===== config.mk =====
export PLATFORM = sky130hd
export DESIGN_NAME = queue_push_arbiter
export DESIGN_NICKNAME = d
export VERILOG_FILES = /design/src/rtl/queue_push_arbiter_pkg.sv /design/src/rtl/queue_push_arbiter_rr_picker.sv /design/src/rtl/queue_push_arbiter.sv
export SDC_FILE = /design/constraint.sdc
export NUM_CORES = 1
export LEC_CHECK = 0
export CAP_MARGIN = 10
export CELL_PAD_IN_SITES_DETAIL_PLACEMENT = 2
export CELL_PAD_IN_SITES_GLOBAL_PLACEMENT = 2
export CORE_MARGIN = 2
export CORE_UTILIZATION = 25
export DETAILED_ROUTE_END_ITERATION = 8
export PLACE_DENSITY_LB_ADDON = 0.1
export SLEW_MARGIN = 0
export SYNTH_ARGS = -nofsm -noshare
export SYNTH_HDL_FRONTEND = slang
export SYNTH_SLANG_ARGS = --single-unit
export TNS_END_PERCENT = 20

===== constraint.sdc =====
create_clock -name clk -period 4.6 [get_ports clk]
set_clock_uncertainty 0.1 [all_clocks]
set_input_delay 0.92 -clock clk [delete_from_list [all_inputs] [get_ports clk]]
set_output_delay 0.92 -clock clk [all_outputs]
set_load 0.01 [all_outputs]

===== src/rtl/queue_push_arbiter_pkg.sv =====
// Shared widths and typedefs for the queue push arbiter at its default configuration.
// Clients and benches use these to size pointer, count and requester-index signals.
package QueueArbiterTypes;

    localparam int DEFAULT_SIZE       = 8;
    localparam int DEFAULT_PUSH_WIDTH = 2;
    localparam int DEFAULT_POP_WIDTH  = 2;
    localparam int DEFAULT_NUM_REQ    = 2;

    localparam int QUEUE_PTR_W   = $clog2(DEFAULT_SIZE);
    localparam int QUEUE_CNT_W   = QUEUE_PTR_W + 1;
    localparam int PUSH_CNT_W    = $clog2(DEFAULT_PUSH_WIDTH) + 1;
    localparam int POP_CNT_W     = $clog2(DEFAULT_POP_WIDTH) + 1;
    localparam int REQ_IDX_W     = $clog2(DEFAULT_NUM_REQ);

    typedef logic [QUEUE_PTR_W-1:0] QueuePtrPath;
    typedef logic [QUEUE_CNT_W-1:0] QueueCountPath;
    typedef logic [PUSH_CNT_W-1:0]  PushCountPath;
    typedef logic [POP_CNT_W-1:0]   PopCountPath;
    typedef logic [REQ_IDX_W-1:0]   RequesterIndexPath;

endpackage


===== src/rtl/queue_push_arbiter_rr_picker.sv =====
// Combinational round-robin picker: returns the first active requester at or above
// the priority pointer, wrapping modulo NUM_REQ.
module rr_picker #(
    parameter int NUM_REQ = 2
) (
    input  logic [NUM_REQ-1:0]         i_active,
    input  logic [$clog2(NUM_REQ)-1:0] i_rr_ptr,
    output logic [$clog2(NUM_REQ)-1:0] o_winner,
    output logic                       o_valid
);

    localparam int IDX_W = $clog2(NUM_REQ);

    int w_idx;

    // Scan from the farthest offset down so the nearest active requester is written last.
    always_comb begin
        o_winner = '0;
        o_valid  = 1'b0;
        w_idx    = 0;
        for (int k = NUM_REQ - 1; k >= 0; k--) begin
            w_idx = (int'(i_rr_ptr) + k) % NUM_REQ;
            if (i_active[IDX_W'(w_idx)]) begin
                o_winner = IDX_W'(w_idx);
                o_valid  = 1'b1;
            end
        end
    end

endmodule


===== src/rtl/queue_push_arbiter.sv =====
// Owns head/tail/count of a shared circular queue: grants one all-or-nothing push burst
// per cycle (round-robin, no skipping) and accepts one pop burst per cycle.
module queue_push_arbiter
    import QueueArbiterTypes::*;
#(
    parameter int SIZE       = DEFAULT_SIZE,
    parameter int PUSH_WIDTH = DEFAULT_PUSH_WIDTH,
    parameter int POP_WIDTH  = DEFAULT_POP_WIDTH,
    parameter int NUM_REQ    = DEFAULT_NUM_REQ
) (
    input  logic                                        clk,
    input  logic                                        rst,
    input  logic                                        flush,
    input  logic [NUM_REQ-1:0]                          req,
    input  logic [NUM_REQ*($clog2(PUSH_WIDTH)+1)-1:0]   reqCount,
    input  logic                                        popReq,
    input  logic [$clog2(POP_WIDTH):0]                  popReqCount,
    output logic [NUM_REQ-1:0]                          grant,
    output logic [$clog2(SIZE)-1:0]                     grantPtr,
    output logic [$clog2(PUSH_WIDTH):0]                 pushCount,
    output logic                                        popGrant,
    output logic [$clog2(POP_WIDTH):0]                  popCount,
    output logic [$clog2(SIZE)-1:0]                     headPtr,
    output logic [$clog2(SIZE)-1:0]                     tailPtr,
    output logic [$clog2(SIZE):0]                       count,
    output logic                                        full,
    output logic                                        empty
);

    localparam int PTR_W = $clog2(SIZE);
    localparam int CNT_W = PTR_W + 1;
    localparam int PC_W  = $clog2(PUSH_WIDTH) + 1;
    localparam int IDX_W = $clog2(NUM_REQ);

    logic [PTR_W-1:0]   r_head;
    logic [PTR_W-1:0]   r_tail;
    logic [CNT_W-1:0]   r_count;
    logic [IDX_W-1:0]   r_rr_ptr;

    logic [NUM_REQ-1:0] w_active;
    logic [IDX_W-1:0]   w_winner;
    logic               w_valid;
    logic [PC_W-1:0]    w_win_count;
    logic [CNT_W-1:0]   w_free;
    logic               w_push_ok;

    for (genvar g = 0; g < NUM_REQ; g++) begin : g_active
        assign w_active[g] = req[g] && (reqCount[g*PC_W +: PC_W] != '0);
    end

    rr_picker #(
        .NUM_REQ (NUM_REQ)
    ) u_rr_picker (
        .i_active (w_active),
        .i_rr_ptr (r_rr_ptr),
        .o_winner (w_winner),
        .o_valid  (w_valid)
    );

    // Free space comes from the registered count only, keeping pop off the grant path.
    assign w_win_count = reqCount[int'(w_winner)*PC_W +: PC_W];
    assign w_free      = CNT_W'(SIZE) - r_count;
    assign w_push_ok   = rst && !flush && w_valid && (CNT_W'(w_win_count) <= w_free);

    assign grant     = w_push_ok ? (NUM_REQ'(1) << w_winner) : '0;
    assign pushCount = w_push_ok ? w_win_count : '0;
    assign grantPtr  = r_tail;

    assign popGrant = rst && !flush && popReq && (popReqCount != '0)
                      && (CNT_W'(popReqCount) <= r_count);
    assign popCount = popGrant ? popReqCount : '0;

    assign headPtr = r_head;
    assign tailPtr = r_tail;
    assign count   = r_count;
    assign full    = (r_count == CNT_W'(SIZE));
    assign empty   = (r_count == '0);

    always_ff @(posedge clk or negedge rst) begin
        if (!rst) begin
            r_head   <= '0;
            r_tail   <= '0;
            r_count  <= '0;
            r_rr_ptr <= '0;
        end else begin
            if (flush) begin
                r_head  <= '0;
                r_tail  <= '0;
                r_count <= '0;
            end else begin
                r_tail  <= r_tail + PTR_W'(pushCount);
                r_head  <= r_head + PTR_W'(popCount);
                r_count <= r_count + CNT_W'(pushCount) - CNT_W'(popCount);
            end
            // Priority rotates past the winner only when it was actually granted.
            if (w_push_ok) begin
                r_rr_ptr <= (int'(w_winner) == NUM_REQ - 1) ? '0 : w_winner + 1'b1;
            end
        end
    end

    for (genvar g = 0; g < NUM_REQ; g++) begin : g_req_chk
        a_req_count_legal: assert property (@(posedge clk) disable iff (!rst)
            reqCount[g*PC_W +: PC_W] <= PC_W'(PUSH_WIDTH));
    end

    a_pop_count_legal: assert property (@(posedge clk) disable iff (!rst)
        int'(popReqCount) <= POP_WIDTH);

    a_no_x_req: assert property (@(posedge clk) disable iff (!rst)
        !$isunknown(req) && !$isunknown(popReq));

endmodule


Word level (Yosys, flattened, before mapping)
Index checks and enable logic that the tools add are counted.
{"block": "classes", "addsub": 7, "n_lt_le_gt_ge": 4, "n_eq_ne": 1, "n_shift": 2, "muxes": 15, "reduce_logical": 11}
{"cell": "$mux 1", "n": 9}
{"cell": "$le 2x4->1", "n": 2}
{"cell": "$logic_and 1x1->1", "n": 7}
{"cell": "$add 3x2->3", "n": 2}
{"cell": "$lt 1x3->1 const B", "n": 2}
{"cell": "$mux 2", "n": 3}
{"cell": "$mux 3", "n": 2}
{"cell": "$add 4x2->4", "n": 1}
{"cell": "$eq 4x4->1 const B", "n": 1}
{"cell": "$logic_not 4->1", "n": 1}
{"cell": "$mux 4", "n": 1}
{"cell": "$reduce_bool 2->1", "n": 2}
{"cell": "$shiftx 4x3->2", "n": 1}
{"cell": "$sub 4x2->4", "n": 1}
{"cell": "$sub 4x4->4 const A", "n": 1}
{"cell": "$add 1x1->1 const B", "n": 2}
{"cell": "$shl 1x1->2 const A", "n": 1}
{"cell": "$logic_not 1->1", "n": 1}
{"block": "totals", "register_bits": 11, "input_bits": 12, "out_inout_bits": 22}

Logic depth before layout (Yosys ltp)
Gate-level depths: netlist (run 1).
{"block": "logic_depth", "ltp_word": 13, "ltp_mapped": 15, "mapped_depth_nobuf": 15}

Modules after synthesis
From an unflattened synthesis (run 1), not the netlist that was laid out.
{"block": "hier_totals", "cells_unflattened": 91, "area_unflattened_um2": 907.1}
{"module": "queue_push_arbiter", "n_inst": 1, "cells_each": 89, "area_per_inst_um2": 893.4}
{"module": "rr_picker", "n_inst": 1, "cells_each": 2, "area_per_inst_um2": 13.8}

Worst setup path after synthesis (run 1)
OpenSTA, ideal clock, no wires.
{"block": "synth_path", "kind": "input to register", "startpoint": "input port reqCount[0]", "endpoint": "register r_count[3], in the netlist count[3]", "setup_time_ns": 0.132, "t_arrival_ns": 3.824, "t_required_ns": 4.368, "slack_ns": 0.544, "stages": 15, "path_buffers": 0, "cell_sequence": "and3_1 o22ai_1 inv_1 ha_1 nor2b_1 o21ai_0 o311ai_4 or2_2 fa_1 inv_1 ha_1 a21o_1 a21oi_1 xnor2_1 nor2_1"}
{"block": "synth_between", "elab_chain_len": 13}
{"element": "start: declaration", "line": "queue_push_arbiter.sv:15", "rtl": "input logic [NUM_REQ*($clog2(PUSH_WIDTH)+1)-1:0] reqCount,"}
{"element": "$reduce_bool 2->1", "line": "queue_push_arbiter.sv:48", "rtl": "assign w_active[g] = req[g] && (reqCount[g*PC_W +: PC_W] != '0);"}
{"element": "$logic_and 1x1->1", "line": "queue_push_arbiter.sv:48"}
{"element": "$mux 1 (not written as such) (2 in a row)", "line": "queue_push_arbiter_rr_picker.sv:23", "rtl": "if (i_active[IDX_W'(w_idx)]) begin"}
{"element": "$mux 1 (2 in a row)", "line": "queue_push_arbiter_rr_picker.sv:23"}
{"element": "$shiftx 4x3->2", "line": "queue_push_arbiter.sv:61", "rtl": "assign w_win_count = reqCount[int'(w_winner)*PC_W +: PC_W];"}
{"element": "$le 2x4->1", "line": "queue_push_arbiter.sv:63", "rtl": "assign w_push_ok = rst && !flush && w_valid && (CNT_W'(w_win_count) <= w_free);"}
{"element": "$logic_and 1x1->1", "line": "queue_push_arbiter.sv:63"}
{"element": "$mux 2 *", "line": "queue_push_arbiter.sv:66", "rtl": "assign pushCount = w_push_ok ? w_win_count : '0;"}
{"element": "$add 4x2->4 *", "line": "queue_push_arbiter.sv:93", "rtl": "r_count <= r_count + CNT_W'(pushCount) - CNT_W'(popCount);"}
{"element": "$sub 4x2->4 *", "line": "queue_push_arbiter.sv:93"}
{"element": "$mux 4 *", "line": "queue_push_arbiter.sv:86", "rtl": "if (flush) begin"}
{"element": "end signal: assignment", "line": "queue_push_arbiter.sv:93"}
{"element": "end: declaration", "line": "queue_push_arbiter.sv:37", "rtl": "logic [CNT_W-1:0] r_count;"}
Mark *: on every way between the ends. The rest lies on a longest branch, timed or not. The select of a mux whose other input is x is not followed.
A chain may end at the register's enable or synchronous reset.

Worst setup path in the final report (run 1)
{"block": "layout_path", "startpoint": "input port reqCount[0]", "endpoint": "output port grant[1]"}
{"block": "layout_between", "elab_chain_len": 10}
{"element": "$reduce_bool 2->1", "line": "queue_push_arbiter.sv:48"}
{"element": "$logic_and 1x1->1", "line": "queue_push_arbiter.sv:48"}
{"element": "$mux 1 (not written as such) (2 in a row)", "line": "queue_push_arbiter_rr_picker.sv:23"}
{"element": "$mux 1 (2 in a row)", "line": "queue_push_arbiter_rr_picker.sv:23"}
{"element": "$shiftx 4x3->2", "line": "queue_push_arbiter.sv:61"}
{"element": "$le 2x4->1", "line": "queue_push_arbiter.sv:63"}
{"element": "$logic_and 1x1->1", "line": "queue_push_arbiter.sv:63"}
{"element": "$mux 2 *", "line": "queue_push_arbiter.sv:65", "rtl": "assign grant = w_push_ok ? (NUM_REQ'(1) << w_winner) : '0;"}
{"element": "end: declaration", "line": "queue_push_arbiter.sv:18", "rtl": "output logic [NUM_REQ-1:0] grant,"}
Marked as above.

==> impl_metrics.json, run 1 <==
{
  "path_clk_slew_ns": 0.07,
  "crit_family": "buffers and inverters",
  "vias": 776,
  "routed_wl_mm": 2.50,
  "grt_setup_unrepaired": "no",
  "numCtsBuffers": 3,
  "port_buffers": 32,
  "die_y_um": 63.6,
  "grt_overflow": 0,
  "synth_enable_flop_cells": 0,
  "synth_top_area_cell": "dfrtp_1",
  "hold_viol": 0,
  "worst_slew_pin_slew_ns": 0.339,
  "max_freq_mhz": 228,
  "syn_nets": 121,
  "num_antenna_cells": 0,
  "syn_area_um2": 888,
  "synth_seq_cells": 11,
  "drive_above_1_share": 0.127,
  "p_seq_frac": 0.284,
  "power_density_nw_per_um2": 346,
  "place_congestion": 0.681,
  "grt_pass1_vias": 909,
  "avgSynthCellArea_um2": 9.66,
  "place_ws_ns": -0.0801,
  "yosysSeqAreaShare": 0.310,
  "cts.path.max_buffers": 2,
  "holdBufCountCts": 0,
  "synth.distinct_cells": 23,
  "combPwrFrac": 0.570,
  "clockRootBuffer": "clkbuf_4",
  "grt_start_max_net_pins": 13,
  "critPathSlowestCell": "clkdlybuf4s50_1",
  "die_area_um2": 4050,
  "rows": 21,
  "period_share": 0.952,
  "die_x_um": 63.6,
  "maxCapViolCount": 0,
  "yosys.area.top_type_share": 0.310,
  "pwr-share-clk": 0.146,
  "syn_inst": 92,
  "synth_warnings": 0,
  "arrival_ns": 3.36,
  "tritoncts": "done",
  "firstDrtPassIters": 2,
  "clock_sinks": 11,
  "slew_headroom": 0.774,
  "outcome": "complete, no violations",
  "switching_power_uw": 178,
  "path_buf_inv": 5,
  "min_period_ns": 4.38,
  "placed_cells": 176,
  "crit_chain": "clkdlybuf4s50_1 > and3_1 > o22ai_2 > inv_1 > ha_1 > nor2b_1 > o21ai_1 > buf_4 > o311ai_4 > buf_4 > nor2_1 > clkdlybuf4s50_1",
  "switching_share": 0.381,
  "holdWs_ns": 0.460,
  "grt_first_pass_wirelength_mm": 4.40,
  "cpPeakStageDelay_ns": 0.54,
  "crit_required_ns": 3.58,
  "yosys.cell_count.top_type": "inv_1",
  "grt_usage": 0.141,
  "synth_top_cells_by_count": "inv_1 (15), ha_1 (13), nor2_1 (12), dfrtp_1 (11), nor2b_1 (7)",
  "ys_async_sr_fraction": 1.00,
  "core_area_um2": 3360,
  "final_cells": 180,
  "synth_flop_cell": "dfrtp_1",
  "cts_setup_buffers": 0,
  "end_kind": "output pin",
  "dpl.hpwl_mm": 2.11,
  "avgRoutedWirePerCell_um": 13.9,
  "clk_latency_ns": 0.27,
  "ios": 34,
  "area_delta_synth_final_pct": 52.3,
  "fin_ws_ns": 0.222,
  "power_leakage_nw": 0.652,
  "h-tree-depth": 1,
  "antenna_found_initial": 0,
  "path_max_fanout": 5,
  "via_per_inst": 4.31,
  "peakVddDrop_v": 0.000140,
  "setup_viol": 0,
  "drt-initial-drc-count": 22,
  "start_util": 0.264,
  "synth_area_leaders": "dfrtp_1 (31%), ha_1 (18%), fa_1 (9.0%)",
  "drc_errors": 0,
  "cp-start-kind": "input pin",
  "internal-power_uw": 289,
  "worstSetupPathType": "input pin to output pin",
  "layout.nets": 164,
  "hold_path_class": "flop to flop",
  "antenna_left": 0,
  "drv_slew": 0
}
-- through the flow --
stage | util | instance area (um^2) | setup TNS [ns] | total power, mW
floorplan | - | 888 | 0 | 0.285
global placement | 0.391 | 1320 | 0 | 0.393
detailed placement | 0.391 | 1320 | -0.0801 | 0.405
CTS | 0.399 | 1340 | 0 | 0.480
global route | 0.402 | 1350 | 0 | 0.516
finish | 0.402 | 1350 | 0 | 0.468
-- layout make-up --
type                       count  area, um^2
clock buffer                   4        26.3
inverter                      15        56.3
sequential                    11         275
multi-input combinational     62         537
tap                           46        57.6
fill                         403        2010
timing repair buffer          42         400
-- path summary, 6_finish.rpt --
| path | start | to | slack [ns] | cells past startpoint |
|---|---|---|---|---|
| max | reqCount[0] | grant[1] | 0.22 | 12 |
| min reg2reg | headPtr[2]$_DFF_PN0_ | headPtr[2]$_DFF_PN0_ | 0.46 | 2 |
| min | headPtr[2]$_DFF_PN0_ | headPtr[2]$_DFF_PN0_ | 0.46 | 2 |
| max in group asynchronous | rst | r_rr_ptr$_DFFE_PN0N_ | 3.30 | 2 |
| min in group asynchronous | rst | headPtr[0]$_DFF_PN0_ | 0.94 | 2 |
| max reg2reg | count[0]$_DFF_PN0_ | count[3]$_DFF_PN0_ | 0.94 | 16 |
-- layout by cell type (no fill, tap or decap) --
master	Yosys	routed
a21o_1	1	1
a21oi_1	2	2
and2_1	2	2
and3_1	2	2
buf_4	3	10
clkbuf_1	1	1
clkbuf_4	0	3
clkdlybuf4s50_1	0	30
dfrtp_1	11	11
dlymetal6s2s_1	0	2
fa_1	4	4
ha_1	13	13
inv_1	15	15
nand2_1	3	3
nand4b_1	1	1
nor2_1	12	12
nor2b_1	7	7
nor3_2	1	1
nor3b_1	1	1
o211ai_1	1	1
o21ai_1	0	1
o22ai_1	2	1
o22ai_2	0	1
o311ai_4	1	1
or2_2	1	1
xnor2_1	6	6
xor2_1	1	1
-- power by group through the flow --
stage	Clock [mW]	Combinational, mW	Sequential, mW
CTS	0.0749	0.272	0.134
global placement	0	0.259	0.134
finish	0.0683	0.266	0.133
floorplan	0	0.150	0.135
detailed placement	0	0.269	0.135
global route	0.0789	0.301	0.136
-- metal layers --
| metal | up-vias | wire, um | share of wire | GRT usage |
|---|---|---|---|---|
| li1 | 372 | - | - | - |
| met1 | 383 | 1110 | 0.44 | 0.171 |
| met2 | 19 | 1260 | 0.50 | 0.243 |
| met3 | 2 | 109 | 0.044 | 0.0393 |
| met4 | 0 | 23 | 0.0092 | 0.0408 |
| met5 | - | 0 | 0 | 0 |
-- sequential cells by signal, indices dropped and copies added, names as in the netlist --
| name | count |
|---|---|
| grantPtr | 3 |
| count | 4 |
| r_rr_ptr | 1 |
| headPtr | 3 |
-- logic make-up (layout without fill, tap and decap cells) --
logic type / after synthesis / count (layout) / synth area share
XOR/XNOR: 7 / 7 / 0.0690
buffers and inverters: 19 / 61 / 0.0929
adder cells (fa/ha/maj): 17 / 17 / 0.273
AO/OA/AOI/OAI: 8 / 8 / 0.0775
AND/OR/NAND/NOR: 30 / 30 / 0.177
flip-flops: 11 / 11 / 0.310
-- worst register-to-register path, stage by stage, from the launching register on --
cell and delay [ns]:
dfrtp_1 0.48, inv_1 0.12, ha_1 0.30, inv_1 0.05
ha_1 0.28, nor2b_1 0.14, o21ai_1 0.12, buf_4 0.14
o311ai_4 0.08, or2_2 0.34, fa_1 0.54, inv_1 0.06
ha_1 0.29, a21o_1 0.16, a21oi_1 0.20, xnor2_1 0.14
nor2_1 0.05
-- what timing repair did --
item	CTS	global route
resized for setup	0	4
hold endpoints to repair	0	0
endpoints found under the setup margin	0	5
Note: power is estimated with default switching activity, not from simulation.
==> run 2: changes to the inputs <==
--- a/config.mk
+++ b/config.mk
@@ -8,7 +8,7 @@
 export CAP_MARGIN = 10
 export CELL_PAD_IN_SITES_DETAIL_PLACEMENT = 2
 export CELL_PAD_IN_SITES_GLOBAL_PLACEMENT = 2
-export CORE_MARGIN = 2
+export CORE_MARGIN = 3
 export CORE_UTILIZATION = 25
 export DETAILED_ROUTE_END_ITERATION = 8
 export PLACE_DENSITY_LB_ADDON = 0.1
==> impl_metrics.json, run 2 (same netlist as run 1, synthesis figures left out) <==
{
  "max_freq_mhz": 228,
  "port_buffers": 32,
  "crit_top_cell": "clkdlybuf4s50_1",
  "firstDrtPassIters": 2,
  "path_clk_slew_ns": 0.07,
  "drt-initial-drc-count": 12,
  "cp-start-kind": "input pin",
  "largest_register_ffs": 4,
  "via_per_inst": 4.25,
  "slew_headroom": 0.748,
  "cpPeakStageDelay_ns": 0.56,
  "hp-start": "headPtr[2]$_DFF_PN0_",
  "dpl.hpwl_mm": 2.09,
  "final_common_cell": "clkdlybuf4s50_1",
  "r2r_cells": 15,
  "avgRoutedWirePerCell_um": 13.8,
  "worstSetupPathType": "input pin to output pin",
  "final_core_util": 0.394,
  "critPathSlowestCell": "clkdlybuf4s50_1",
  "grt_pass1_vias": 898,
  "fillers": 368,
  "drive_above_1_share": 0.113,
  "antenna_left": 0,
  "rows": 21,
  "end_kind": "output pin",
  "peakVddDrop_v": 0.000139,
  "clk_latency_ns": 0.27,
  "timing.reg2reg.setup_slack_ns": 1.03,
  "final_cells": 179,
  "most-common-layout-cells": "clkdlybuf4s50_1 (31), inv_1 (15), ha_1 (13)",
  "grt_overflow": 0,
  "layout.nets": 163,
  "die_x_um": 65.6,
  "fin_setup_tns_ns": 0,
  "path_buf_inv": 4,
  "r2r_end": "count[3]$_DFF_PN0_",
  "place_congestion": 0.703,
  "holdBufCountCts": 0,
  "grt_first_pass_wirelength_mm": 4.34,
  "maxCapViolCount": 0,
  "place_ws_ns": -0.0314,
  "min_period_ns": 4.39,
  "drv_slew": 0,
  "h-tree-depth": 1,
  "grt_setup_unrepaired": "no",
  "hold_path_class": "flop to flop",
  "antenna_found_initial": 0,
  "arrival_ns": 3.37,
  "numCtsBuffers": 3,
  "grt_usage": 0.133,
  "tritoncts": "done",
  "die_y_um": 65.6,
  "fin_ws_ns": 0.208,
  "hold_viol": 0,
  "outcome": "complete, no violations",
  "clock_sinks": 11,
  "path_max_fanout": 5,
  "power_uw": 457,
  "crit_family": "buffers and inverters",
  "grt_start_max_net_pins": 13,
  "area_delta_synth_final_pct": 50.4,
  "crit_required_ns": 3.58,
  "routed_wl_mm": 2.46,
  "hold_end": "headPtr[2]$_DFF_PN0_",
  "ios": 34,
  "power_density_nw_per_um2": 342,
  "die_area_um2": 4300,
  "placed_cells": 175,
  "clockRootBuffer": "clkbuf_4",
  "drc_errors": 0,
  "reg2reg_from": "r_rr_ptr$_DFFE_PN0N_",
  "num_antenna_cells": 0,
  "power_leakage_nw": 0.626,
  "start_util": 0.262,
  "core_area_um2": 3390,
  "cts.path.max_buffers": 2,
  "crit_chain": "clkdlybuf4s50_1 > nand2_1 > o22ai_1 > inv_1 > ha_1 > nor2b_1 > o21ai_1 > o311ai_4 > buf_4 > nor2_1 > clkdlybuf4s50_1",
  "hold_path_depth": 2,
  "vias": 760,
  "path_depth": 11,
  "setup_viol": 0,
  "worst_slew_pin_slew_ns": 0.377,
  "period_share": 0.955
}
run 2: changes by cell type in the layout (fill, tap and decap cells not counted), sizes merged:
cell	previous run	this run
clkdlybuf4s50	30	31
dlymetal6s2s	2	1
buf	10	9
run 2: what timing repair did:
item | 4_1_cts | 5_1_grt
hold endpoints to repair | 0 | 0
buffers inserted | 0 | 0
setup endpoints to repair | 0 | 2
resized for setup | 0 | 2
run 2: area by class of cell:
class	count	area (um^2)	share of cell area
timing repair buffer	41	390	0.292
multi-input combinational	62	531	0.397
sequential	11	275	0.206
clock buffer	4	26.3	0.0197
tap	46	57.6	0.0431
inverter	15	56.3	0.0421
run 2: power breakdown:
group | total [mW] | internal, mW | switching (mW) | leakage, nW
clock network | 0.0670 | 0.0336 | 0.0334 | 0.0150
logic | 0.257 | 0.137 | 0.120 | 0.462
registers | 0.132 | 0.113 | 0.0199 | 0.149
total | 0.457 | 0.283 | 0.174 | 0.626
run 2: metrics by stage:
step | hold WS [ns] | instance area (um^2)
2_1_floorplan | 0.411 | 888
3_3_place_gp | 0.423 | 1310
3_5_place_dp | 0.435 | 1310
4_1_cts | 0.456 | 1330
5_1_grt | 0.488 | 1340
6_report | 0.445 | 1340
run 2: worst max path at each step:
stage / from / to / slack (ns)
after floorplan: reqCount[0] / count[3]$_DFF_PN0_ / 0.54
after global placement: req[0] / count[3]$_DFF_PN0_ / 0.03
after detailed placement: req[0] / count[3]$_DFF_PN0_ / -0.03
after CTS: req[0] / pushCount[0] / 0.04
after global routing: req[0] / grant[1] / 0.03
final: req[0] / grant[1] / 0.21
run 2: layer usage:
metal	vias up	wire length, um	track usage
li1	370	-	-
met1	366	1070	0.157
met2	24	1260	0.238
met3	0	139	0.0410
met4	0	0	0.0233
met5	-	0	0
run 2: worst min-delay path, delay by kind of cell, from the launching register on:
kind                      cells  cell delay (ns)
DFF                           1             0.36
and+or+nand+nor               1             0.08
xor gates and xnor gates      1             0.07
